## config.mk

```make
export PLATFORM = sky130hd
export DESIGN_NAME = ex_weights_seg_ctrl_flat
export DESIGN_NICKNAME = d
export VERILOG_FILES = /design/src/rtl/ex_weights_seg_ctrl_if.sv /design/src/rtl/ex_weights_seg_ctrl.sv /design/src/flat_wrapper.sv
export SDC_FILE = /design/constraint.sdc
export NUM_CORES = 1
export LEC_CHECK = 0
export ABC_AREA = 1
export BUFFER_PORTS_ARGS = -buffer_cell sky130_fd_sc_hd__buf_2
export CAP_MARGIN = 20
export CORE_UTILIZATION = 52
export DETAILED_ROUTE_END_ITERATION = 16
export GPL_TIMING_DRIVEN = 1
export PLACE_DENSITY_LB_ADDON = 0.12
export REMOVE_ABC_BUFFERS = 1
export SYNTH_ARGS = -nofsm -noshare
export SYNTH_HDL_FRONTEND = slang
export SYNTH_SLANG_ARGS = --single-unit
```

## constraint.sdc

```tcl
create_clock -name clk -period 2.9 [get_ports clk]
set_input_delay 0.145 -clock clk [delete_from_list [all_inputs] [get_ports clk]]
set_output_delay 0.145 -clock clk [all_outputs]
set_load 0.03 [all_outputs]
```

## src/rtl/ex_weights_seg_ctrl_if.sv

```systemverilog
// Command, load-stream, fetch-stream and segment-memory signals of the weight segment controller.
// rd_rep exists only when WSEG_REPEAT_EN is defined.
interface ex_weights_seg_ctrl_if #(
    parameter int BITSIZE = 14
);
    logic               ld_start;
    logic               rd_start;
    logic [9:0]         base;
    logic [9:0]         len;
`ifdef WSEG_REPEAT_EN
    logic [3:0]         rd_rep;
`endif
    logic               ld_valid;
    logic [BITSIZE-1:0] ld_data;
    logic               ld_ready;
    logic               w_valid;
    logic [BITSIZE-1:0] w_data;
    logic               w_last;
    logic               busy;
    logic               done;
    logic [9:0]         mem_index;
    logic               mem_en;
    logic               mem_rd;
    logic               mem_wr;
    logic [BITSIZE-1:0] mem_din;
    logic [BITSIZE-1:0] mem_dout;

    modport master (
`ifdef WSEG_REPEAT_EN
        output rd_rep,
`endif
        output ld_start, rd_start, base, len, ld_valid, ld_data, mem_dout,
        input  ld_ready, w_valid, w_data, w_last, busy, done,
        input  mem_index, mem_en, mem_rd, mem_wr, mem_din
    );

    modport slave (
`ifdef WSEG_REPEAT_EN
        input  rd_rep,
`endif
        input  ld_start, rd_start, base, len, ld_valid, ld_data, mem_dout,
        output ld_ready, w_valid, w_data, w_last, busy, done,
        output mem_index, mem_en, mem_rd, mem_wr, mem_din
    );
endinterface

```

## src/rtl/ex_weights_seg_ctrl.sv

```systemverilog
// Weight segment controller: streams a block of words into the segment (LOAD) or out of it (FETCH, 1-cycle read latency).
// Optional WSEG_REPEAT_EN: rd_rep replays the fetch block rd_rep+1 times back-to-back.
module ex_weights_seg_ctrl #(
    parameter int HEIGHT  = 32,
    parameter int BITSIZE = 14
) (
    input  logic                 clk,
    input  logic                 rst,
    ex_weights_seg_ctrl_if.slave bus
);
    localparam logic [1:0] S_IDLE  = 2'd0;
    localparam logic [1:0] S_LOAD  = 2'd1;
    localparam logic [1:0] S_FETCH = 2'd2;
    localparam logic [1:0] S_DRAIN = 2'd3;

    localparam logic [9:0] ROW_LAST = 10'(HEIGHT - 1);

    logic [1:0] state;
    logic [9:0] row;
    logic [9:0] base_q;
    logic [9:0] len_q;
    logic [9:0] cnt;
    logic       done_q;
    logic       w_valid_q;
`ifdef WSEG_REPEAT_EN
    logic [3:0] rep_q;
    logic [3:0] pass;
`endif

    logic [9:0] base_mod;
    logic [9:0] row_next;
    logic       last_word;
    logic       wr_fire;
    logic       rd_fire;
    logic       start;

    assign base_mod  = 10'(bus.base % 10'(HEIGHT));
    assign row_next  = (row == ROW_LAST) ? 10'd0 : row + 10'd1;
    assign last_word = (cnt == len_q - 10'd1);
    assign start     = bus.ld_start | bus.rd_start;

    // Strobes are masked while rst is high so an aborted command cannot touch the segment.
    assign wr_fire = ~rst & (state == S_LOAD) & bus.ld_valid;
    assign rd_fire = ~rst & (state == S_FETCH);

    always_ff @(posedge clk) begin
        if (rst) begin
            state     <= S_IDLE;
            row       <= 10'd0;
            base_q    <= 10'd0;
            len_q     <= 10'd0;
            cnt       <= 10'd0;
            done_q    <= 1'b0;
            w_valid_q <= 1'b0;
`ifdef WSEG_REPEAT_EN
            rep_q     <= 4'd0;
            pass      <= 4'd0;
`endif
        end else begin
            done_q    <= 1'b0;
            w_valid_q <= rd_fire;
            case (state)
                S_IDLE: begin
                    if (start) begin
                        base_q <= base_mod;
                        row    <= base_mod;
                        len_q  <= bus.len;
                        cnt    <= 10'd0;
`ifdef WSEG_REPEAT_EN
                        rep_q  <= bus.ld_start ? 4'd0 : bus.rd_rep;
                        pass   <= 4'd0;
`endif
                        if (bus.len == 10'd0)
                            done_q <= 1'b1;
                        else
                            state <= bus.ld_start ? S_LOAD : S_FETCH;
                    end
                end
                S_LOAD: begin
                    if (wr_fire) begin
                        row <= row_next;
                        cnt <= cnt + 10'd1;
                        if (last_word) begin
                            state  <= S_IDLE;
                            done_q <= 1'b1;
                        end
                    end
                end
                S_FETCH: begin
                    row <= row_next;
                    cnt <= cnt + 10'd1;
                    if (last_word) begin
`ifdef WSEG_REPEAT_EN
                        if (pass != rep_q) begin
                            row  <= base_q;
                            cnt  <= 10'd0;
                            pass <= pass + 4'd1;
                        end else begin
                            state <= S_DRAIN;
                        end
`else
                        state <= S_DRAIN;
`endif
                    end
                end
                default: state <= S_IDLE;
            endcase
        end
    end

    assign bus.ld_ready  = ~rst & (state == S_LOAD);
    assign bus.mem_en    = wr_fire | rd_fire;
    assign bus.mem_wr    = wr_fire;
    assign bus.mem_rd    = rd_fire;
    assign bus.mem_index = (wr_fire | rd_fire) ? row : 10'd0;
    assign bus.mem_din   = wr_fire ? bus.ld_data : '0;

    // DRAIN is exactly the cycle carrying the final read's data.
    assign bus.w_valid = w_valid_q;
    assign bus.w_data  = w_valid_q ? bus.mem_dout : '0;
    assign bus.w_last  = (state == S_DRAIN);
    assign bus.busy    = (state != S_IDLE);
    assign bus.done    = done_q | (state == S_DRAIN);
endmodule

```

## src/flat_wrapper.sv

```systemverilog
// flat-port wrapper written by rule: the top's interface ports become plain ports
module ex_weights_seg_ctrl_flat 
#(
    parameter int HEIGHT  = 32,
    parameter int BITSIZE = 14
)
  (clk, rst, bus_ld_start, bus_rd_start, bus_base, bus_len, bus_ld_valid, bus_ld_data, bus_mem_dout, bus_ld_ready, bus_w_valid, bus_w_data, bus_w_last, bus_busy, bus_done, bus_mem_index, bus_mem_en, bus_mem_rd, bus_mem_wr, bus_mem_din);
  ex_weights_seg_ctrl_if #(.BITSIZE(BITSIZE)) bus_i ();
  input  logic clk;
  input  logic rst;
  input wire logic [$bits(bus_i.ld_start)-1:0] bus_ld_start;
  input wire logic [$bits(bus_i.rd_start)-1:0] bus_rd_start;
  input wire logic [$bits(bus_i.base)-1:0] bus_base;
  input wire logic [$bits(bus_i.len)-1:0] bus_len;
  input wire logic [$bits(bus_i.ld_valid)-1:0] bus_ld_valid;
  input wire logic [$bits(bus_i.ld_data)-1:0] bus_ld_data;
  input wire logic [$bits(bus_i.mem_dout)-1:0] bus_mem_dout;
  output wire logic [$bits(bus_i.ld_ready)-1:0] bus_ld_ready;
  output wire logic [$bits(bus_i.w_valid)-1:0] bus_w_valid;
  output wire logic [$bits(bus_i.w_data)-1:0] bus_w_data;
  output wire logic [$bits(bus_i.w_last)-1:0] bus_w_last;
  output wire logic [$bits(bus_i.busy)-1:0] bus_busy;
  output wire logic [$bits(bus_i.done)-1:0] bus_done;
  output wire logic [$bits(bus_i.mem_index)-1:0] bus_mem_index;
  output wire logic [$bits(bus_i.mem_en)-1:0] bus_mem_en;
  output wire logic [$bits(bus_i.mem_rd)-1:0] bus_mem_rd;
  output wire logic [$bits(bus_i.mem_wr)-1:0] bus_mem_wr;
  output wire logic [$bits(bus_i.mem_din)-1:0] bus_mem_din;
  assign bus_i.ld_start = bus_ld_start;
  assign bus_i.rd_start = bus_rd_start;
  assign bus_i.base = bus_base;
  assign bus_i.len = bus_len;
  assign bus_i.ld_valid = bus_ld_valid;
  assign bus_i.ld_data = bus_ld_data;
  assign bus_i.mem_dout = bus_mem_dout;
  assign bus_ld_ready = bus_i.ld_ready;
  assign bus_w_valid = bus_i.w_valid;
  assign bus_w_data = bus_i.w_data;
  assign bus_w_last = bus_i.w_last;
  assign bus_busy = bus_i.busy;
  assign bus_done = bus_i.done;
  assign bus_mem_index = bus_i.mem_index;
  assign bus_mem_en = bus_i.mem_en;
  assign bus_mem_rd = bus_i.mem_rd;
  assign bus_mem_wr = bus_i.mem_wr;
  assign bus_mem_din = bus_i.mem_din;
  ex_weights_seg_ctrl #(.HEIGHT(HEIGHT), .BITSIZE(BITSIZE)) u_core (.clk(clk), .rst(rst), .bus(bus_i));
endmodule
```

== Word-level counts from Yosys, hierarchy flattened ==
Index checks and enable logic that the tools add are counted.
Storage, ports and cells
  flip-flop bits (word level): 34
  latch bits: 0
  RAM bits: 0
  ROM bits: 0
  input port bits: 53
  output and inout bits: 46
  word-level logic and storage cells: 55
  memories kept: 0
Cells by class
  $add $sub $neg: 3
  $mul: 0
  div/mod/pow operators: 0
  magnitude comparators: 0
  equality and inequality tests: 10
  shifts and indexed selects: 0
  mux-type cells: 22
  bitwise operators: 7
  reductions and logical operators: 7
Operator list (count)
  $mux 10: 6
  $pmux 10 s3: 2
  $mux 14: 2
  $add 10x1->10 const B: 2
  $mux 2: 6
  $eq 10x10->1: 1
  $eq 10x5->1 const B: 1
  $logic_not 10->1: 1
  $sub 10x1->10 const B: 1
  $ne 2x1->1 const B: 4
  $pmux 2 s3: 1
  $reduce_and 5->1: 1
  $eq 2x2->1 const B: 2
  $mux 1: 4
  $and 1x1->1: 3
  $or 1x1->1: 3
  $reduce_and 3->1: 1
  $reduce_bool 3->1: 1
  $eq 2x1->1 const B: 1
  $logic_not 2->1: 1
  $ne 2x2->1 const B: 1
  $pmux 1 s2: 1
  $reduce_and 2->1: 1
  $reduce_bool 2->1: 1
  $not 1->1: 1

== Depth between registers and ports, before layout ==
Gate-level depths: netlist of run 1.
  word-level depth: 5
  depth in mapped cells: 15
  mapped depth without buffers: 15

== Worst setup path after synthesis of run 1 ==
No wires, ideal clock.
  path type: reg2out
  from: register u_core.state[0]
  to: output port bus_mem_index[0]
  arrival: 2132 ps
  data required time: 2755 ps
  path slack: 623 ps
  stages on the path, launching flop included: 9
  path buffers: 0
  cell sequence: dfxtp_1 inv_1 ha_1 inv_1 nor2_1 inv_1 nand2_1 clkinv_1 nor2_1
Between the ends
  elaborated cells on any way between the ends: 7
  those cells by class: eq/ne (2); mux (1); bitwise (4)
RTL lines
  start: declaration: line ex_weights_seg_ctrl.sv:18  | logic [1:0] state;
  start signal: assignment: line ex_weights_seg_ctrl.sv:76  | state <= bus.ld_start ? S_LOAD : S_FETCH;
  $eq 2x2->1: line ex_weights_seg_ctrl.sv:44  | assign rd_fire = ~rst & (state == S_FETCH);
  $and 1x1->1: line ex_weights_seg_ctrl.sv:44
  named net bus_mem_rd: line flat_wrapper.sv:26  | output wire logic [$bits(bus_i.mem_rd)-1:0] bus_mem_rd;
  $or 1x1->1
  named net bus_mem_en: line flat_wrapper.sv:25  | output wire logic [$bits(bus_i.mem_en)-1:0] bus_mem_en;
  $mux 10: line ex_weights_seg_ctrl.sv:115  | assign bus.mem_index = (wr_fire | rd_fire) ? row : 10'd0;
  end: declaration: line flat_wrapper.sv:24  | output wire logic [$bits(bus_i.mem_index)-1:0] bus_mem_index;
The timed path passes the listed nets, and every way through them passes these cells.

== Final worst setup path of run 1 ==
  from: register u_core.state[1]
  to: output port bus_mem_index[3]
Between the ends
  word-level cells in the longest chain between the ends: 5
  elaborated cells on any way between the ends: 7
  those cells by class: eq/ne (2); mux (1); bitwise (4)
Ends and longest elaborated chain
  $eq 2x1->1: line ex_weights_seg_ctrl.sv:43  | assign wr_fire = ~rst & (state == S_LOAD) & bus.ld_valid;
  $and 1x1->1 (2 in a row): line ex_weights_seg_ctrl.sv:43
  $or 1x1->1 (*): line ex_weights_seg_ctrl.sv:115
  $mux 10 (*): line ex_weights_seg_ctrl.sv:115
Every way passes the cells marked *; elsewhere a longest branch is shown, timed or not.

==> impl_results.html, run 1 <==
<table>
<tr><th>Metric</th><th>Value</th></tr>
<tr><th colspan="2">Min path</th></tr>
<tr><td>Classification of the worst-slack hold path</td><td>in -&gt; reg</td></tr>
<tr><td>Startpoint of the worst hold path</td><td>bus_len[8]</td></tr>
<tr><th colspan="2">Die</th></tr>
<tr><td>Overall die width</td><td>around 70 microns</td></tr>
<tr><td>Core region area</td><td>between 4000 and 5000 sq um</td></tr>
<tr><td>Standard-cell rows</td><td>24</td></tr>
<tr><td>Number of top-level pins</td><td>between 90 and 100</td></tr>
<tr><td>Die Span Y</td><td>around 70 microns</td></tr>
<tr><td>Total Die Area</td><td>between 4000 and 5000 sq um</td></tr>
<tr><td>Initial Utilization</td><td>between 50 and 60%</td></tr>
<tr><th colspan="2">Clock tree</th></tr>
<tr><td>Number of clock sinks</td><td>34</td></tr>
<tr><td>Gates resized, CTS repair</td><td>0</td></tr>
<tr><td>Number of buffers on the longest clock path</td><td>2</td></tr>
<tr><td>Post-CTS Hold Fix Bufs</td><td>0</td></tr>
<tr><td>Source-to-sink clock delay at the later pin of the worst-skew pair</td><td>0.28 ns</td></tr>
<tr><td>CTS root buf</td><td>clkbuf_8</td></tr>
<tr><td>TritonCTS clock tree</td><td>built</td></tr>
<tr><td>Buffer count from post-CTS setup fixing</td><td>0</td></tr>
<tr><td>TritonCTS Buffers</td><td>5</td></tr>
<tr><td>Deepest level of the CTS H-tree</td><td>2</td></tr>
<tr><td>Clock transition time at the flip-flop clock pins of the worst setup and hold paths</td><td>roughly 0.07 ns</td></tr>
<tr><th colspan="2">Timing</th></tr>
<tr><td>Smallest setup slack after layout</td><td>0.781 ns</td></tr>
<tr><td>Highest clock rate</td><td>roughly 470 MHz</td></tr>
<tr><td>Relative slew slack</td><td>43.6%</td></tr>
<tr><td>Total Neg Setup Slack</td><td>0 ns</td></tr>
<tr><td>Layout Skew</td><td>approximately 0.0055 ns</td></tr>
<tr><td>Count of final max-slew check failures</td><td>0</td></tr>
<tr><td>Count of endpoints failing hold in the final timing report</td><td>0</td></tr>
<tr><td>Crit path time final</td><td>2.12 ns</td></tr>
<tr><td># setup viols final</td><td>0</td></tr>
<tr><td>Transition time at the pin with the least slew margin</td><td>between 0.8 and 0.9 ns</td></tr>
<tr><td>Setup repair after global routing missed its margin</td><td>false</td></tr>
<tr><td>Period Utilization, post-route</td><td>approximately three quarters</td></tr>
<tr><th colspan="2">GRT</th></tr>
<tr><td>Wire length of the first global-routing pass</td><td>~10000 microns</td></tr>
<tr><td>Largest net degree at the start of global routing</td><td>18</td></tr>
<tr><td>Overall overflow remaining after global route</td><td>0</td></tr>
<tr><td>Via count of the first global-routing pass</td><td>roughly 2400</td></tr>
<tr><td>Number of antenna violations at the first check in global routing</td><td>0</td></tr>
<tr><td>Overall Global Routing Usage</td><td>between 20% and 30%</td></tr>
<tr><th colspan="2">Final layout</th></tr>
<tr><td>Post-route core utilization</td><td>about two thirds</td></tr>
<tr><td>Post-route cell area</td><td>2950 sq um</td></tr>
<tr><td>Final net count</td><td>around 550</td></tr>
<tr><td>Number of fill cells in the layout</td><td>between 400 and 500</td></tr>
<tr><td>ANT cells</td><td>0</td></tr>
<tr><td>Share of cells above drive strength 1</td><td>between 20% and 30%</td></tr>
<tr><td>Final non-filler cell total</td><td>about 550</td></tr>
<tr><td>Layout area overhead</td><td>24.1%</td></tr>
<tr><th colspan="2">Logic synthesis</th></tr>
<tr><td>Dominant register cell in the synthesized netlist</td><td>dfxtp_1</td></tr>
<tr><td>Cells after synthesis</td><td>400</td></tr>
<tr><td>Top-area cell type share of the netlist area</td><td>28.6%</td></tr>
<tr><td>Cell types with the largest area share after synthesis</td><td>dfxtp_1 29%, nand2_1 15%, inv_1 13%, nor2_1 12%, a21oi_1 4.6%</td></tr>
<tr><td>Most instantiated cells after synthesis</td><td>95 x nand2_1, 80 x inv_1, 75 x nor2_1</td></tr>
<tr><td>Number of warning messages in the yosys log</td><td>0</td></tr>
<tr><td>Yosys cell types</td><td>34</td></tr>
<tr><td>Netlist Area Pre-Place</td><td>2380 sq um</td></tr>
<tr><td>Most area-hungry cell type in the Yosys netlist</td><td>dfxtp_1</td></tr>
<tr><td>Post-Synthesis Mean Instance Area</td><td>a little under 6 sq um</td></tr>
<tr><td>Post-synth EDFFs</td><td>0</td></tr>
<tr><td>Number of synthesized register bits</td><td>34</td></tr>
<tr><td>Most repeated cell in the gate-level netlist after synthesis</td><td>nand2_1</td></tr>
<tr><td>Fraction of registers with async set or reset after synthesis</td><td>0%</td></tr>
<tr><td>Proportion of synthesized chip area in sequential cells</td><td>between 20 and 30%</td></tr>
<tr><th colspan="2">Power</th></tr>
<tr><td>Net switching component of the power</td><td>approximately 1.2 mW</td></tr>
<tr><td>Internal Dissipation</td><td>about 1.2 mW</td></tr>
<tr><td>Combinational group share of total power</td><td>~57%</td></tr>
<tr><td>IR Drop Worst-Case VDD</td><td>between 0.6 and 0.7 mV</td></tr>
<tr><td>Reported leakage power</td><td>approximately 1.7 nW</td></tr>
<tr><td>Clock power frac</td><td>around 14%</td></tr>
<tr><td>Switching share of power</td><td>51.2%</td></tr>
<tr><td>Portion of total power attributed to sequential cells</td><td>around 29%</td></tr>
<tr><td>Power density over the cells</td><td>813 nW/um^2</td></tr>
<tr><th colspan="2">Place</th></tr>
<tr><td>Half-perimeter wire length after detailed placement</td><td>4590 microns</td></tr>
<tr><td>Instance count after placement with tap cells included</td><td>538</td></tr>
<tr><td>Final estimated routing congestion in global placement</td><td>between 0.8 and 0.9</td></tr>
<tr><td>Post-placement setup slack</td><td>roughly 0.86 ns</td></tr>
<tr><td>Number of I/O port buffers</td><td>between 90 and 100</td></tr>
<tr><td>Instance area at placement</td><td>approximately 2900 sq um</td></tr>
<tr><th colspan="2">Routing</th></tr>
<tr><td>Average wire per cell in the routed design</td><td>between 10 and 15 microns</td></tr>
<tr><td>Wirelength, routed</td><td>5760 microns</td></tr>
<tr><td>1st-iter DRT viols</td><td>143</td></tr>
<tr><td>DRC violation count after routing</td><td>0</td></tr>
<tr><td>Via-to-Cell Ratio</td><td>4.81</td></tr>
<tr><td>Residual antenna-violating net count after detailed routing</td><td>0</td></tr>
<tr><td>Iteration count of the initial detailed-routing pass</td><td>4</td></tr>
<tr><td>Via Count</td><td>roughly 2600</td></tr>
<tr><th colspan="2">Job</th></tr>
<tr><td>Maximum capacitance violations</td><td>0</td></tr>
<tr><th colspan="2">Setup path</th></tr>
<tr><td>Largest fanout on the critical path</td><td>17</td></tr>
<tr><td>Crit Path Category</td><td>reg -&gt; out</td></tr>
<tr><td>FF-to-FF Start</td><td>u_core.state[1]$_SDFFE_PP0P_</td></tr>
<tr><td>Worst Setup Start Kind</td><td>flip-flop</td></tr>
<tr><td>Required @ worst endpoint</td><td>2.76 ns</td></tr>
<tr><td>Worst setup path startpoint</td><td>u_core.state[1]$_SDFFE_PP0P_</td></tr>
<tr><td>Setup crit end kind</td><td>primary output</td></tr>
<tr><td>Data arrival time of the critical path</td><td>slightly below 2 ns</td></tr>
<tr><th colspan="2">Outcome</th></tr>
<tr><td>Result of the run</td><td>finished clean</td></tr>
</table>
power groups by stage:
stage	combinational (mW)	clock, mW	sequential (mW)
6_report	1.38	0.332	0.688
3_3_place_gp	1.34	0	0.693
4_1_cts	1.39	0.339	0.687
2_1_floorplan	1.07	0	0.670
3_5_place_dp	1.38	0	0.696
5_1_grt	1.57	0.357	0.701
worst paths after layout:
path	to	slack (ns)	depth (start not counted)
worst min register to register	u_core.cnt[8]$_SDFFE_PP0P_	0.51	2
worst min-delay path	u_core.len_q[8]$_SDFFE_PP0P_	0.1	3
worst max register to register	u_core.cnt[6]$_SDFFE_PP0P_	0.87	11
worst max-delay path	bus_mem_index[3]	0.78	7
cell families (layout without fill, tap and decap cells):
logic type               count (synthesis)  after routing  share of synthesized area, %
AO/OA/AOI/OAI                           51             51                          11.7
AND/OR/NAND/NOR                        209            209                          38.2
flip-flops                              34             34                          28.6
buffers and inverters                   91            184                          14.8
XOR/XNOR                                 8              8                          2.95
adder cells (fa/ha/maj)                  7              7                          3.68
through the flow:
stage,hold slack (ns),power (mW)
detailed placement,0.392,2.08
global route,0.115,2.63
floorplan,0.214,1.74
global placement,0.389,2.04
CTS,0.0945,2.41
finish,0.0964,2.40
worst max-delay path: stages (launching register included):
cell,delay (ns)
dfxtp_1,0.34
inv_1,0.09
ha_1,0.25
nand3_4,0.21
nand2_1,0.15
clkinv_1,0.26
nor2_1,0.17
buf_2,0.22
area by class of cell:
cell class                 instances  area (sq um)  area share [%]
timing repair buffer              93           465            15.8
sequential                        34           681            23.1
clock inverter                     2          10.0           0.339
inverter                          84           315            10.7
clock buffer                       5          68.8            2.33
multi-input combinational        275          1340            45.6
tap                               52          65.1            2.21
routing by layer:
layer  up-vias  GRT usage (%)  part of all wire [%]
met2        58           46.0                    51
met1      1152           29.4                    43
met4         0           6.22                   1.1
met5         -              0                     0
met3         5           4.94                   5.1
li1       1406              -                     -
flip-flops by register name, indices dropped and copies added, names as in the netlist:
name                count
u_core.cnt             10
u_core.done_q           1
u_core.state            2
u_core.len_q           10
u_core.row             10
u_core.bus.w_valid      1
cells in the final DEF (no fill, tap or decap), types with 5 or more instances in the layout:
cell,instances
a21oi_1,22
buf_2,93
clkbuf_8,5
dfxtp_1,34
ha_1,7
inv_1,80
nand2_1,95
nand3_1,14
nand4_1,5
nor2_1,75
nor3_1,7
o21ai_0,15
o21ai_1,5
xnor2_1,5
Note: power is estimated with default switching activity, not from simulation.
==> run 2: changes to the inputs <==
Settings changed: CORE_UTILIZATION 52 to 44.
Clock period 2.9 ns to 1.7 ns, I/O delays scaled along.
==> run 2 against run 1 <==
Global-route usage shrank 4.3 points. Worst setup slack lost 0.73 ns. Register-to-register slack lost 0.82 ns. Clock skew is essentially flat. Via count grew 5.7%. Critical path type unchanged.
==> impl_results.html, run 2 (synthesis results as in run 1) <==
<table>
<tr><th>Metric</th><th>Value</th></tr>
<tr><th colspan="2">Outcome</th></tr>
<tr><td>Result of the run</td><td>finished clean</td></tr>
<tr><th colspan="2">GRT</th></tr>
<tr><td>Via count of the first global-routing pass</td><td>between 2000 and 2500</td></tr>
<tr><td>Overall Global Routing Usage</td><td>about a fifth</td></tr>
<tr><td>GR Layer Usage met1</td><td>between 20% and 30%</td></tr>
<tr><td>Most Crowded Layer GR</td><td>met2</td></tr>
<tr><td>Met3 track demand over resource</td><td>between 4 and 5%</td></tr>
<tr><td>Number of antenna violations at the first check in global routing</td><td>0</td></tr>
<tr><td>Overall overflow remaining after global route</td><td>0</td></tr>
<tr><td>Fraction of met2 tracks used by global routing</td><td>34.9%</td></tr>
<tr><td>Largest net degree at the start of global routing</td><td>17</td></tr>
<tr><td>Wire length of the first global-routing pass</td><td>9070 microns</td></tr>
<tr><th colspan="2">Setup path</th></tr>
<tr><td>Setup crit end kind</td><td>primary output</td></tr>
<tr><td>Worst Setup Start Kind</td><td>flip-flop</td></tr>
<tr><td>Largest fanout on the critical path</td><td>14</td></tr>
<tr><td>Crit Path Category</td><td>reg -&gt; out</td></tr>
<tr><td>Data arrival time of the critical path</td><td>~1.6 ns</td></tr>
<tr><td>Required @ worst endpoint</td><td>between 1.5 and 2 ns</td></tr>
<tr><th colspan="2">Final layout</th></tr>
<tr><td>Top library cells by usage in the layout, fill and taps aside</td><td>91 x nand2_1, 72 x inv_1, 71 x buf_2</td></tr>
<tr><td>Most common cell after layout, fill and taps aside</td><td>nand2_1</td></tr>
<tr><td>Final non-filler cell total</td><td>roughly 590</td></tr>
<tr><td>ANT cells</td><td>0</td></tr>
<tr><td>Share of cells above drive strength 1</td><td>between 30% and 40%</td></tr>
<tr><td>Layout area overhead</td><td>47.0%</td></tr>
<tr><td>Number of fill cells in the layout</td><td>about 470</td></tr>
<tr><td>Largest registers ranked by flip-flop count</td><td>u_core.cnt: 10 flops, u_core.len_q: 10 flops, u_core.row: 10 flops</td></tr>
<tr><td>Final net count</td><td>580</td></tr>
<tr><th colspan="2">Routing</th></tr>
<tr><td>Iteration count of the initial detailed-routing pass</td><td>4</td></tr>
<tr><td>Average wire per cell in the routed design</td><td>between 10 and 15 microns</td></tr>
<tr><td>Via-to-Cell Ratio</td><td>~4.7</td></tr>
<tr><td>Wirelength, routed</td><td>roughly 6400 microns</td></tr>
<tr><td>DRC violation count after routing</td><td>0</td></tr>
<tr><td>Residual antenna-violating net count after detailed routing</td><td>0</td></tr>
<tr><td>1st-iter DRT viols</td><td>around 160</td></tr>
<tr><td>Via Count</td><td>about 2800</td></tr>
<tr><th colspan="2">Job</th></tr>
<tr><td>Maximum capacitance violations</td><td>0</td></tr>
<tr><th colspan="2">Timing</th></tr>
<tr><td>Smallest setup slack after layout</td><td>between 0.05 and 0.06 ns</td></tr>
<tr><td>Relative slew slack</td><td>a little over three fifths</td></tr>
<tr><td>Transition time at the pin with the least slew margin</td><td>~0.56 ns</td></tr>
<tr><td>Crit path time final</td><td>about 1.6 ns</td></tr>
<tr><td>Total Neg Setup Slack</td><td>0 ns</td></tr>
<tr><td>Period Utilization, post-route</td><td>a little over nine tenths</td></tr>
<tr><td>Worst hold slack</td><td>0.0453 ns</td></tr>
<tr><td>Layout Skew</td><td>slightly above 0.005 ns</td></tr>
<tr><td>Count of final max-slew check failures</td><td>0</td></tr>
<tr><td>Count of endpoints failing hold in the final timing report</td><td>0</td></tr>
<tr><td>Highest clock rate</td><td>606 MHz</td></tr>
<tr><td>Setup repair after global routing missed its margin</td><td>true</td></tr>
<tr><td># setup viols final</td><td>0</td></tr>
<tr><th colspan="2">Clock tree</th></tr>
<tr><td>Number of buffers on the longest clock path</td><td>2</td></tr>
<tr><td>Number of clock sinks</td><td>34</td></tr>
<tr><td>Clock transition time at the flip-flop clock pins of the worst setup and hold paths</td><td>around 0.07 ns</td></tr>
<tr><td>Source-to-sink clock delay at the later pin of the worst-skew pair</td><td>0.28 ns</td></tr>
<tr><td>TritonCTS Buffers</td><td>5</td></tr>
<tr><td>Deepest level of the CTS H-tree</td><td>2</td></tr>
<tr><td>CTS root buf</td><td>clkbuf_8</td></tr>
<tr><td>TritonCTS clock tree</td><td>built</td></tr>
<tr><th colspan="2">Die</th></tr>
<tr><td>Core region area</td><td>between 5000 and 6000 sq um</td></tr>
<tr><td>Number of top-level pins</td><td>99</td></tr>
<tr><td>Total Die Area</td><td>5700 sq um</td></tr>
<tr><td>Overall die width</td><td>roughly 76 microns</td></tr>
<tr><td>Standard-cell rows</td><td>26</td></tr>
<tr><td>Die Span Y</td><td>roughly 76 microns</td></tr>
<tr><td>Initial Utilization</td><td>around 46%</td></tr>
<tr><th colspan="2">Place</th></tr>
<tr><td>Number of I/O port buffers</td><td>93</td></tr>
<tr><td>Final estimated routing congestion in global placement</td><td>0.877</td></tr>
<tr><td>Post-placement setup slack</td><td>-0.0669 ns</td></tr>
<tr><td>Half-perimeter wire length after detailed placement</td><td>roughly 4600 microns</td></tr>
<tr><td>Instance count after placement with tap cells included</td><td>around 580</td></tr>
<tr><th colspan="2">Min path</th></tr>
<tr><td>Classification of the worst-slack hold path</td><td>in -&gt; reg</td></tr>
<tr><th colspan="2">Power</th></tr>
<tr><td>IR Drop Worst-Case VDD</td><td>between 0.9 and 1 mV</td></tr>
<tr><td>Reported leakage power</td><td>1.87 nW</td></tr>
<tr><td>Power density over the cells</td><td>between 1000 and 1500 nW/um^2</td></tr>
</table>
run 2: changes by cell type in the layout (fill, tap and decap cells not counted), sizes merged:
cell	delta
buf	+22
clkbuf	+6
nand2	+1
clkinv	-3
inv	+2
run 2: routing by layer:
metal	wire length (microns)	part of all wire, %	up-vias
li1	-	-	1461
met1	2950	46	1242
met4	56	0.87	0
met2	3160	49	61
met5	0	0	-
met3	242	3.8	7
run 2: critical path: stages, from the launching register on:
cell and delay [ns]:
dfxtp_2 0.34, inv_4 0.08, ha_4 0.16, nand3_4 0.10, buf_4 0.17, buf_6 0.15, nor2_1 0.08, clkbuf_4 0.19
run 2: final timing paths:
kind / from / to / slack [ns] / cells past startpoint
max: u_core.state[1]$_SDFFE_PP0P_ / bus_mem_din[6] / 0.05 / 7
min: bus_base[3] / u_core.row[3]$_SDFFE_PP0P_ / 0.05 / 3
max reg2reg: u_core.state[1]$_SDFFE_PP0P_ / u_core.cnt[7]$_SDFFE_PP0P_ / 0.05 / 10
min reg2reg: u_core.cnt[8]$_SDFFE_PP0P_ / u_core.cnt[8]$_SDFFE_PP0P_ / 0.50 / 2
run 2: area by class of cell:
cell class	count	area [sq um]	area share, %
Timing Repair Buffer	118	747	21.4
Sequential cell	34	691	19.8
Inverter	84	328	9.38
Timing Repair inverter	1	6.26	0.179
Clock buffer	8	110	3.15
Tap cell	70	87.6	2.51
Multi-Input combinational cell	276	1530	43.6
run 2: what timing repair did:
item,CTS,global route
setup endpoints to repair,34,46
setup buffers,0,5
pin swaps,1,17
cloned,0,2
gates resized for setup,24,75
hold buffers,0,0
run 2: power by group:
| part | internal (mW) | total (mW) | switching [mW] |
|---|---|---|---|
| Clock | 0.409 | 0.710 | 0.301 |
| Sequential | 0.995 | 1.20 | 0.210 |
| Combinational | 1.33 | 3.28 | 1.95 |
| Total | 2.73 | 5.19 | 2.46 |
run 2: metrics by stage:
stage	power, mW	cell area, sq um	utilization [%]
final	5.19	3490	68.0
after global routing	5.61	3490	68.0
after detailed placement	3.90	3060	59.4
after global placement	3.86	3060	59.4
after CTS	4.71	3230	62.9
after floorplan	2.96	2340	-
